[src/rtl/exec_ctrl_pkg.sv]
// ============================================================================
// Module : exec_ctrl_pkg
// Brief  : Shared state encoding and counter-width default for exec_controller.
// Rev    : 1.0
// ============================================================================
`default_nettype none

package exec_ctrl_pkg;

  localparam int CNT_W_DEFAULT = 16;

  typedef enum logic [1:0] {
    HALT = 2'd0,
    RUN  = 2'd1,
    STEP = 2'd2,
    BRK  = 2'd3
  } state_t;

endpackage

`default_nettype wire

[src/rtl/sync_edge.sv]
// ============================================================================
// Module : sync_edge
// Brief  : Multi-flop synchroniser followed by a rising-edge detector.
// Rev    : 1.0
// ============================================================================
`default_nettype none

module sync_edge #(
  parameter int STAGES = 2
) (
  input  logic clk,
  input  logic reset,
  input  logic din,
  output logic level,
  output logic rise
);

  logic [STAGES-1:0] r_sync;
  logic              r_prev;

  generate
    if (STAGES == 1) begin : g_single
      always_ff @(posedge clk or posedge reset) begin
        if (reset) r_sync <= '0;
        else       r_sync <= din;
      end
    end else begin : g_chain
      always_ff @(posedge clk or posedge reset) begin
        if (reset) r_sync <= '0;
        else       r_sync <= {r_sync[STAGES-2:0], din};
      end
    end
  endgenerate

  assign level = r_sync[STAGES-1];

  always_ff @(posedge clk or posedge reset) begin
    if (reset) r_prev <= 1'b0;
    else       r_prev <= level;
  end

  assign rise = level & ~r_prev;

endmodule

`default_nettype wire

[src/rtl/exec_controller.sv]
// ============================================================================
// Module : exec_controller
// Brief  : Run/halt/single-step execution controller with retired counter.
//          Optional breakpoint stop enabled by macro BREAKPOINT_EN.
// Rev    : 1.0
// ============================================================================
`default_nettype none

module exec_controller
  import exec_ctrl_pkg::*;
#(
  parameter int CNT_W       = CNT_W_DEFAULT,
  parameter int SYNC_STAGES = 2
) (
  input  logic             clk,
  input  logic             reset,
  input  logic             tick,
  input  logic             run_sw,
  input  logic             step_btn,
  input  logic [4:0]       sel_addr,
  input  logic [4:0]       instr_rs,
  input  logic             cpu_regwrite,
  input  logic [7:0]       pc,
  input  logic [7:0]       bp_addr,
  output logic             cpu_en,
  output logic [4:0]       rf_read_addr,
  output logic             rf_write_en,
  output logic             disp_src,
  output logic [1:0]       state,
  output logic [CNT_W-1:0] retired
);

  localparam logic [CNT_W-1:0] C_ONE = {{(CNT_W-1){1'b0}}, 1'b1};

  state_t r_state;
  state_t w_next;
  logic   w_run;
  logic   w_step_pulse;
  logic   w_bp_hit;
  logic   w_unused_run_rise;
  logic   w_unused_step_level;

  sync_edge #(.STAGES(SYNC_STAGES)) u_run_sync (
    .clk   (clk),
    .reset (reset),
    .din   (run_sw),
    .level (w_run),
    .rise  (w_unused_run_rise)
  );

  sync_edge #(.STAGES(SYNC_STAGES)) u_step_sync (
    .clk   (clk),
    .reset (reset),
    .din   (step_btn),
    .level (w_unused_step_level),
    .rise  (w_step_pulse)
  );

`ifdef BREAKPOINT_EN
  assign w_bp_hit = (pc == bp_addr);
`else
  logic w_unused_bp;
  assign w_bp_hit    = 1'b0;
  assign w_unused_bp = ^{pc, bp_addr};
`endif

  always_ff @(posedge clk or posedge reset) begin
    if (reset) r_state <= HALT;
    else       r_state <= w_next;
  end

  always_comb begin
    w_next       = r_state;
    cpu_en       = 1'b0;
    rf_read_addr = sel_addr;
    disp_src     = 1'b0;
    case (r_state)
      HALT: begin
        if (w_run)             w_next = RUN;
        else if (w_step_pulse) w_next = STEP;
      end
      RUN: begin
        rf_read_addr = instr_rs;
        disp_src     = 1'b1;
        // A breakpoint hit swallows the tick; otherwise a tick in the
        // same cycle as run_sw dropping still advances the processor.
        if (tick && w_bp_hit) begin
          w_next = BRK;
        end else begin
          cpu_en = tick;
          if (!w_run) w_next = HALT;
        end
      end
      STEP: begin
        cpu_en       = 1'b1;
        rf_read_addr = instr_rs;
        disp_src     = 1'b1;
        w_next       = HALT;
      end
      BRK: begin
        if (!w_run)            w_next = HALT;
        else if (w_step_pulse) w_next = STEP;
      end
      default: w_next = HALT;
    endcase
  end

  assign rf_write_en = cpu_regwrite & cpu_en;
  assign state       = r_state;

  always_ff @(posedge clk or posedge reset) begin
    if (reset)       retired <= '0;
    else if (cpu_en) retired <= retired + C_ONE;
  end

endmodule

`default_nettype wire
[config.mk]
export PLATFORM = sky130hd
export DESIGN_NAME = exec_controller
export DESIGN_NICKNAME = d
export VERILOG_FILES = /design/src/rtl/exec_ctrl_pkg.sv /design/src/rtl/sync_edge.sv /design/src/rtl/exec_controller.sv
export SDC_FILE = /design/constraint.sdc
export NUM_CORES = 1
export LEC_CHECK = 0
export CAP_MARGIN = 20
export CORE_ASPECT_RATIO = 1.5
export CORE_MARGIN = 2
export CORE_UTILIZATION = 39
export CTS_BUF_LIST = sky130_fd_sc_hd__clkbuf_16
export CTS_CLUSTER_SIZE = 24
export DETAILED_ROUTE_END_ITERATION = 16
export PLACE_DENSITY = 0.79
export SLEW_MARGIN = 20
export SYNTH_ARGS = -nofsm -noshare
export SYNTH_HDL_FRONTEND = slang
export SYNTH_SLANG_ARGS = --single-unit
[constraint.sdc]
create_clock -name clk -period 1.9 [get_ports clk]
set_input_delay 0.285 -clock clk [delete_from_list [all_inputs] [get_ports clk]]
set_output_delay 0.285 -clock clk [all_outputs]
set_load 0.05 [all_outputs]
# After elaboration in Yosys (flattened, before gate mapping)

Index checks and enable logic that the tools add are counted.

Bits of input ports: 32
Flip-flop bits (word level): 23
Word-level logic and storage cells: 23

Equal/unequal tests: 4
$add $sub $neg: 1
Bitwise operators: 3
Reduce and logical (&&, ||, !) cells: 2
Multiplexer cells: 8

Operators with widths:

| operator                                                               | number |
|---|---|
| 16-bit by 1-bit adder with 16-bit output (second input constant)       | 1 |
| 2-bit two-way mux                                                      | 4 |
| 2-bit one-hot mux with 4 select lines                                  | 1 |
| 5-bit two-way mux                                                      | 1 |
| 2-bit equality test (second input constant)                            | 2 |
| 1-bit bitwise AND                                                      | 2 |
| 2-bit by 1-bit equality test with 1-bit output (second input constant) | 1 |
| 2-bit zero test                                                        | 1 |
| 2-bit != test (second input constant)                                  | 1 |
| 1-bit one-hot mux with 2 select lines                                  | 1 |
| 2-bit OR reduction                                                     | 1 |
| 1-bit two-way mux                                                      | 1 |
| 1-bit NOT                                                              | 1 |

# Depth between registers and ports, before layout

Gate-level depths: netlist of run 1.

Depth after elaboration: 5
Mapped depth: 7

# By module

A second synthesis of run 1 with hierarchy kept.

Cells, all modules: 94
Area total of the unflattened synthesis: 1163.6 um^2

By module, submodules not included:

| module          | instances | cells each | area each (um^2) |
|---|---|---|---|
| exec_controller | 1         | 84         | 978.4 |
| sync_edge       | 2         | 5          | 92.6 |

# Worst setup path before layout of run 1

OpenSTA, ideal clock, no wires.

Kind: register to register
Start point: register r_state[1], in the netlist state[1]
End point: register retired[1]
Setup slack: -0.664 ns
Required time: 1.772 ns
Cell stages (with the launch flop): 7
Arrival time: 2.436 ns
Setup time: 0.128 ns
Cells stage by stage: dfrtp_1 > inv_1 > ha_1 > buf_2 > and2_1 > buf_2 > mux2_1

Cells in the longest elaborated chain, start to end: 2
Elaborated cells on any way between the ends: 3
Those cells by class: 2 x eq/ne; 1 x mux

RTL lines:

| what                                                                                  | RTL line               | text |
|---|---|---|
| start: declaration                                                                    | exec_controller.sv:35  | `state_t r_state;` |
| start signal: assignment                                                              | exec_controller.sv:69  | `else r_state <= w_next;` |
| 2-bit equality test or 2-bit by 1-bit equality test with 1-bit output (tied branches) | exec_controller.sv:77  | `case (r_state)` |
| 1-bit one-hot mux with 2 select lines *                                               | exec_controller.sv:77  |  |
| named net cpu_en                                                                      | exec_controller.sv:25  | `output logic cpu_en,` |
| end signal: assignment                                                                | exec_controller.sv:113 | `else if (cpu_en) retired <= retired + C_ONE;` |
| end: declaration                                                                      | exec_controller.sv:30  | `output logic [CNT_W-1:0] retired` |

The timed path passes the listed nets; every way through them passes the cells marked *.
A chain may end at the register's enable or synchronous reset.

# Worst setup path in the final report of run 1

Start point: register r_state[1], in the netlist state[1]
End point: output rf_read_addr[4]

Cells in the longest elaborated chain, start to end: 3
Elaborated cells on any way between the ends: 4
Those cells by class: 2 x eq/ne; 1 x mux; 1 x reduce/logical

RTL lines:

| what                                                                                  | RTL line              | text |
|---|---|---|
| 2-bit by 1-bit equality test with 1-bit output or 2-bit equality test (tied branches) | exec_controller.sv:77 |  |
| 2-bit OR reduction (no source line) *                                                 | n/a                   |  |
| 5-bit two-way mux *                                                                   | exec_controller.sv:77 |  |
| end: declaration                                                                      | exec_controller.sv:26 | `output logic [4:0] rf_read_addr,` |

Every way passes the cells marked *; elsewhere a longest branch is shown, timed or not.

==> impl_metrics.xml, run 1 <==
<?xml version="1.0" encoding="UTF-8"?>
<metrics>
  <group name="final_layout">
    <metric name="layout.filler_cells" unit="">227</metric>
    <metric name="layout.nets" unit="">181</metric>
    <metric name="layout-area-overhead-vs-synth" unit="%">58.7</metric>
    <metric name="fin_area" unit="mm2">0.00177</metric>
    <metric name="final_layout_size_suffix_gt1_share" unit="%">28.0</metric>
    <metric name="number_of_standard_cells_in_the_final_layout_excluding_fillers" unit="">180</metric>
    <metric name="diodes" unit="">0</metric>
  </group>
  <group name="sta">
    <metric name="skew" unit="ns">0.00255</metric>
    <metric name="max_slew_margin" unit="%">65.0</metric>
    <metric name="final_sum_of_negative_setup_slack" unit="ns">0</metric>
    <metric name="final_min_period_over_clock_period" unit="%">97.2</metric>
    <metric name="least_setup_slack_across_all_paths_after_layout" unit="ns">0.0526</metric>
    <metric name="finalCriticalPeriod" unit="ns">1.85</metric>
    <metric name="final-setup-viol-count" unit="">0</metric>
    <metric name="timing_max_transition_violations_final" unit="">0</metric>
    <metric name="worst_slew_pin_slew" unit="ns">0.523</metric>
    <metric name="report.final.hold_viol_count" unit="">0</metric>
    <metric name="timing.fmax" unit="MHz">541</metric>
  </group>
  <group name="detailed_routing">
    <metric name="wirelength" unit="mm">2.47</metric>
    <metric name="antenna_violating_nets_post_route" unit="">0</metric>
    <metric name="route.vias.total" unit="">886</metric>
    <metric name="detail_route.first_pass.iterations" unit="">4</metric>
    <metric name="drt-wirelength-per-cell" unit="um">13.7</metric>
    <metric name="drt_iter0_drc" unit="">9</metric>
    <metric name="detail_route.drc_violations" unit="">0</metric>
    <metric name="avgViaCountPerCell" unit="">4.92</metric>
  </group>
  <group name="synth">
    <metric name="synth_edf_count" unit="">0</metric>
    <metric name="netlist.area_leader.share" unit="%">51.6</metric>
    <metric name="syn_avg_cell_area" unit="um2">11.9</metric>
    <metric name="xor_xnor_fraction_of_synth_area" unit="%">11.8</metric>
    <metric name="seq_area_frac_synth" unit="%">51.6</metric>
    <metric name="synth.most_common_cell" unit="">sky130_fd_sc_hd__dfrtp_1</metric>
    <metric name="netlist_top_cells_area" unit="">sky130_fd_sc_hd__dfrtp_1 (52%), sky130_fd_sc_hd__xnor2_1 (8.6%), sky130_fd_sc_hd__ha_1 (5.6%), sky130_fd_sc_hd__mux2_2 (5.1%), sky130_fd_sc_hd__nand3_1 (3.6%)</metric>
    <metric name="post_synth_num_cell_types" unit="">26</metric>
    <metric name="synth_area_in_simple_gates" unit="%">17.8</metric>
    <metric name="syn-cell-area" unit="mm2">0.00111</metric>
    <metric name="synth_ff_type" unit="">sky130_fd_sc_hd__dfrtp_1</metric>
    <metric name="synth_seq_cells" unit="">23</metric>
    <metric name="gate_count_of_the_mapped_netlist" unit="">94</metric>
    <metric name="synth.yosys.warnings" unit="">0</metric>
    <metric name="yosys-mux-area-fraction" unit="%">6.06</metric>
    <metric name="postSynthNetCount" unit="">131</metric>
    <metric name="synth.top_cells.by_count" unit="">sky130_fd_sc_hd__dfrtp_1 (23), sky130_fd_sc_hd__xnor2_1 (11), sky130_fd_sc_hd__nand3_1 (8)</metric>
    <metric name="post_synth_fa_ha_maj_area_fraction" unit="%">5.61</metric>
    <metric name="postSynth.asyncResetShare" unit="%">100</metric>
    <metric name="synth_compound_gate_area_share" unit="%">4.49</metric>
    <metric name="post-synth-top-area-cell" unit="">sky130_fd_sc_hd__dfrtp_1</metric>
    <metric name="main_combinational_cell_family_by_area_after_synthesis" unit="">simple AND/OR/NAND/NOR gates</metric>
  </group>
  <group name="placement">
    <metric name="detailedPlace.worstSlack" unit="ns">0.137</metric>
    <metric name="detailed_place.area" unit="mm2">0.00161</metric>
    <metric name="placement.io_buffers" unit="">41</metric>
    <metric name="globalplace.congestion" unit="">0.691</metric>
    <metric name="place_hpwl" unit="mm">1.78</metric>
    <metric name="dpl.cell_count" unit="">171</metric>
  </group>
  <group name="grt">
    <metric name="grt_first_pass_wirelength" unit="mm">4.07</metric>
    <metric name="antenna_found_initial" unit="">0</metric>
    <metric name="via_count_of_the_first_global_routing_pass" unit="">914</metric>
    <metric name="global_route.usage.total" unit="%">16.6</metric>
    <metric name="grt_max_degree" unit="">24</metric>
    <metric name="global_route_congestion_overflow_total" unit="">0</metric>
  </group>
  <group name="pwr">
    <metric name="p_leak" unit="nW">0.831</metric>
    <metric name="total_design_power" unit="mW">2.56</metric>
    <metric name="pwr_density_cell" unit="mW/mm2">1450</metric>
    <metric name="ir_worst_vdd" unit="mV">1.52</metric>
  </group>
  <group name="clock_network">
    <metric name="ctsLongestPathBuffers" unit="">2</metric>
    <metric name="clk_root_buffer_cell" unit="">sky130_fd_sc_hd__clkbuf_16</metric>
    <metric name="cts.reportedPaths.clkPinSlew" unit="ns">0.06</metric>
    <metric name="hold_fix_buffers_at_cts" unit="">0</metric>
    <metric name="cts_tree" unit="">yes</metric>
    <metric name="latest_clock_arrival_within_the_worst_skew_pair" unit="ns">0.25</metric>
    <metric name="clock_sinks" unit="">23</metric>
    <metric name="ctsHtreeMaxLevel" unit="">1</metric>
    <metric name="cts_made_buffers" unit="">3</metric>
  </group>
  <group name="critical_path">
    <metric name="worstPathCellList" unit="">inv_4, ha_4, mux2_2, buf_6</metric>
    <metric name="start_kind" unit="">flip-flop</metric>
    <metric name="critical_path.reg2reg.endpoint" unit="">retired[12]</metric>
    <metric name="crit_arrival" unit="ns">1.56</metric>
    <metric name="timing.critical_path.to_type" unit="">primary output</metric>
    <metric name="cpMaxStageDelayCell" unit="">sky130_fd_sc_hd__dfrtp_2</metric>
    <metric name="crit_family" unit="">flip-flops</metric>
    <metric name="critical_path.reg2reg.startpoint" unit="">state[1]</metric>
    <metric name="r2r_setup_slack" unit="ns">0.18</metric>
    <metric name="depth_of_the_worst_register_to_register_path" unit="">7</metric>
    <metric name="worst-setup-path-type" unit="">reg -&gt; out</metric>
    <metric name="critPathRequiredTime" unit="ns">1.62</metric>
    <metric name="timing.critical_path.slowest_cell_delay" unit="ns">0.42</metric>
    <metric name="critical_path_peak_fanout" unit="">8</metric>
    <metric name="path_buf_inv" unit="">2</metric>
  </group>
  <group name="min_path">
    <metric name="worst_hold_startpoint" unit="">u_run_sync.r_sync[0]</metric>
    <metric name="worstHoldPathType" unit="">reg -&gt; reg</metric>
    <metric name="worst_hold_path.endpoint" unit="">u_run_sync.r_sync[1]</metric>
    <metric name="min_path_cells" unit="">0</metric>
  </group>
  <group name="die">
    <metric name="floorplan.rows" unit="">23</metric>
    <metric name="floorplan.die.height" unit="um">69.5</metric>
    <metric name="die_w" unit="um">47.7</metric>
    <metric name="fp.dieArea" unit="mm2">0.00331</metric>
    <metric name="placeableCoreArea" unit="mm2">0.00271</metric>
    <metric name="initial_utilization" unit="%">41.2</metric>
    <metric name="floorplan.io_pins" unit="">58</metric>
  </group>
  <group name="job">
    <metric name="drv.max_cap_violation_count" unit="">0</metric>
  </group>
  <group name="run_status">
    <metric name="outcome" unit="">finished, final reports clean</metric>
  </group>
</metrics>
per-stage QoR:
step | util [%] | hold WS [ns]
after floorplan | - | 0.287
after global placement | 59.6 | 0.333
after detailed placement | 59.6 | 0.341
after CTS | 63.9 | 0.354
after global routing | 65.4 | 0.366
final | 65.4 | 0.353
state kept, by name (all words and copies together) (netlist names):
name	cells
u_step_sync.r_prev	1
retired	16
state	2
u_run_sync.r_sync	2
u_step_sync.r_sync	2
cell type report:
class / count / area (um2) / share of cell area [%]
Inverter: 5 / 21.3 / 1.20
Tap cell: 37 / 46.3 / 2.62
Timing Repair Buffer: 47 / 488 / 27.6
Clock inverter: 1 / 3.75 / 0.212
Clock buffer: 3 / 75.1 / 4.24
Sequential cell: 23 / 578 / 32.7
Multi-Input combinational cell: 64 / 557 / 31.5
power breakdown:
group	leakage (nW)	internal [mW]	total, mW	switching, mW
clock	0.0423	0.281	0.443	0.162
combinational	0.490	0.606	1.45	0.840
sequential	0.299	0.560	0.676	0.117
layout by cell type, fill, tap and decap left out, drive strengths merged:
cell / synthesis / routed
xor2: 4 / 4
o211a: 1 / 1
o22ai: 1 / 1
nor4: 1 / 1
clkbuf: 0 / 3
ha: 5 / 5
nor2b: 1 / 1
and3: 3 / 3
nor3: 1 / 1
clkdlybuf4s50: 0 / 28
nand2b: 2 / 2
nor2: 3 / 3
mux2: 6 / 6
a21o: 1 / 1
nand2: 7 / 7
nand4: 4 / 4
xnor2: 11 / 11
and2: 1 / 1
dfrtp: 23 / 23
dlymetal6s2s: 0 / 1
a21oi: 3 / 3
nand3: 8 / 8
inv: 5 / 6
a22oi: 1 / 1
buf: 2 / 18
repair_timing:
action	4_1_cts	5_1_grt
endpoints found under the setup margin	6	16
buffers inserted	3	3
pin swaps	1	5
gates resized for setup	2	10
worst max path at each step:
stage	cells after the start	slack, ns	endpoint	startpoint
3_5_place_dp	4	0.14	retired[1]	tick
2_1_floorplan	7	-0.04	retired[7]	state[1]
3_3_place_gp	4	0.16	retired[1]	tick
6_report	4	0.05	rf_read_addr[4]	state[1]
5_1_grt	4	-0.005	rf_read_addr[4]	state[1]
4_1_cts	4	0.007	rf_read_addr[0]	state[0]
kinds of logic (layout without fill, tap and decap cells):
kind of cell	count (synthesis)	in the layout
AOI/OAI and AO/OA	7	7
xor gates and xnor gates	15	15
adders and majority gates	5	5
buffers and inverters	7	56
DFF	23	23
muxes	6	6
and+or+nand+nor	31	31
per-layer routing:
metal | vias up | share of wire [%] | track usage [%]
li1 | 417 | - | -
met3 | 5 | 5.7 | 2.86
met5 | - | 0 | 0
met4 | 0 | 1.3 | 5.41
met1 | 431 | 36 | 20.6
met2 | 33 | 57 | 27.8
No activity file was read; power rests on OpenSTA's default activity.
==> run 2, diff against run 1 <==
--- a/config.mk
+++ b/config.mk
@@ -12,6 +12,7 @@
 export CTS_BUF_LIST = sky130_fd_sc_hd__clkbuf_16
 export CTS_CLUSTER_SIZE = 24
 export DETAILED_ROUTE_END_ITERATION = 16
+export GPL_ROUTABILITY_DRIVEN = 0
 export PLACE_DENSITY = 0.79
 export SLEW_MARGIN = 20
 export SYNTH_ARGS = -nofsm -noshare
==> results of run 2 <==
No change in the layout: final DEF, timing and power equal those of run 1.
==> run 3, diff against run 2 <==
--- a/config.mk
+++ b/config.mk
@@ -10,7 +10,7 @@
 export CORE_MARGIN = 2
 export CORE_UTILIZATION = 39
 export CTS_BUF_LIST = sky130_fd_sc_hd__clkbuf_16
-export CTS_CLUSTER_SIZE = 24
+export CTS_CLUSTER_SIZE = 14
 export DETAILED_ROUTE_END_ITERATION = 16
 export GPL_ROUTABILITY_DRIVEN = 0
 export PLACE_DENSITY = 0.79
==> results of run 3 <==
No change in the layout: final DEF, timing and power equal those of run 1.
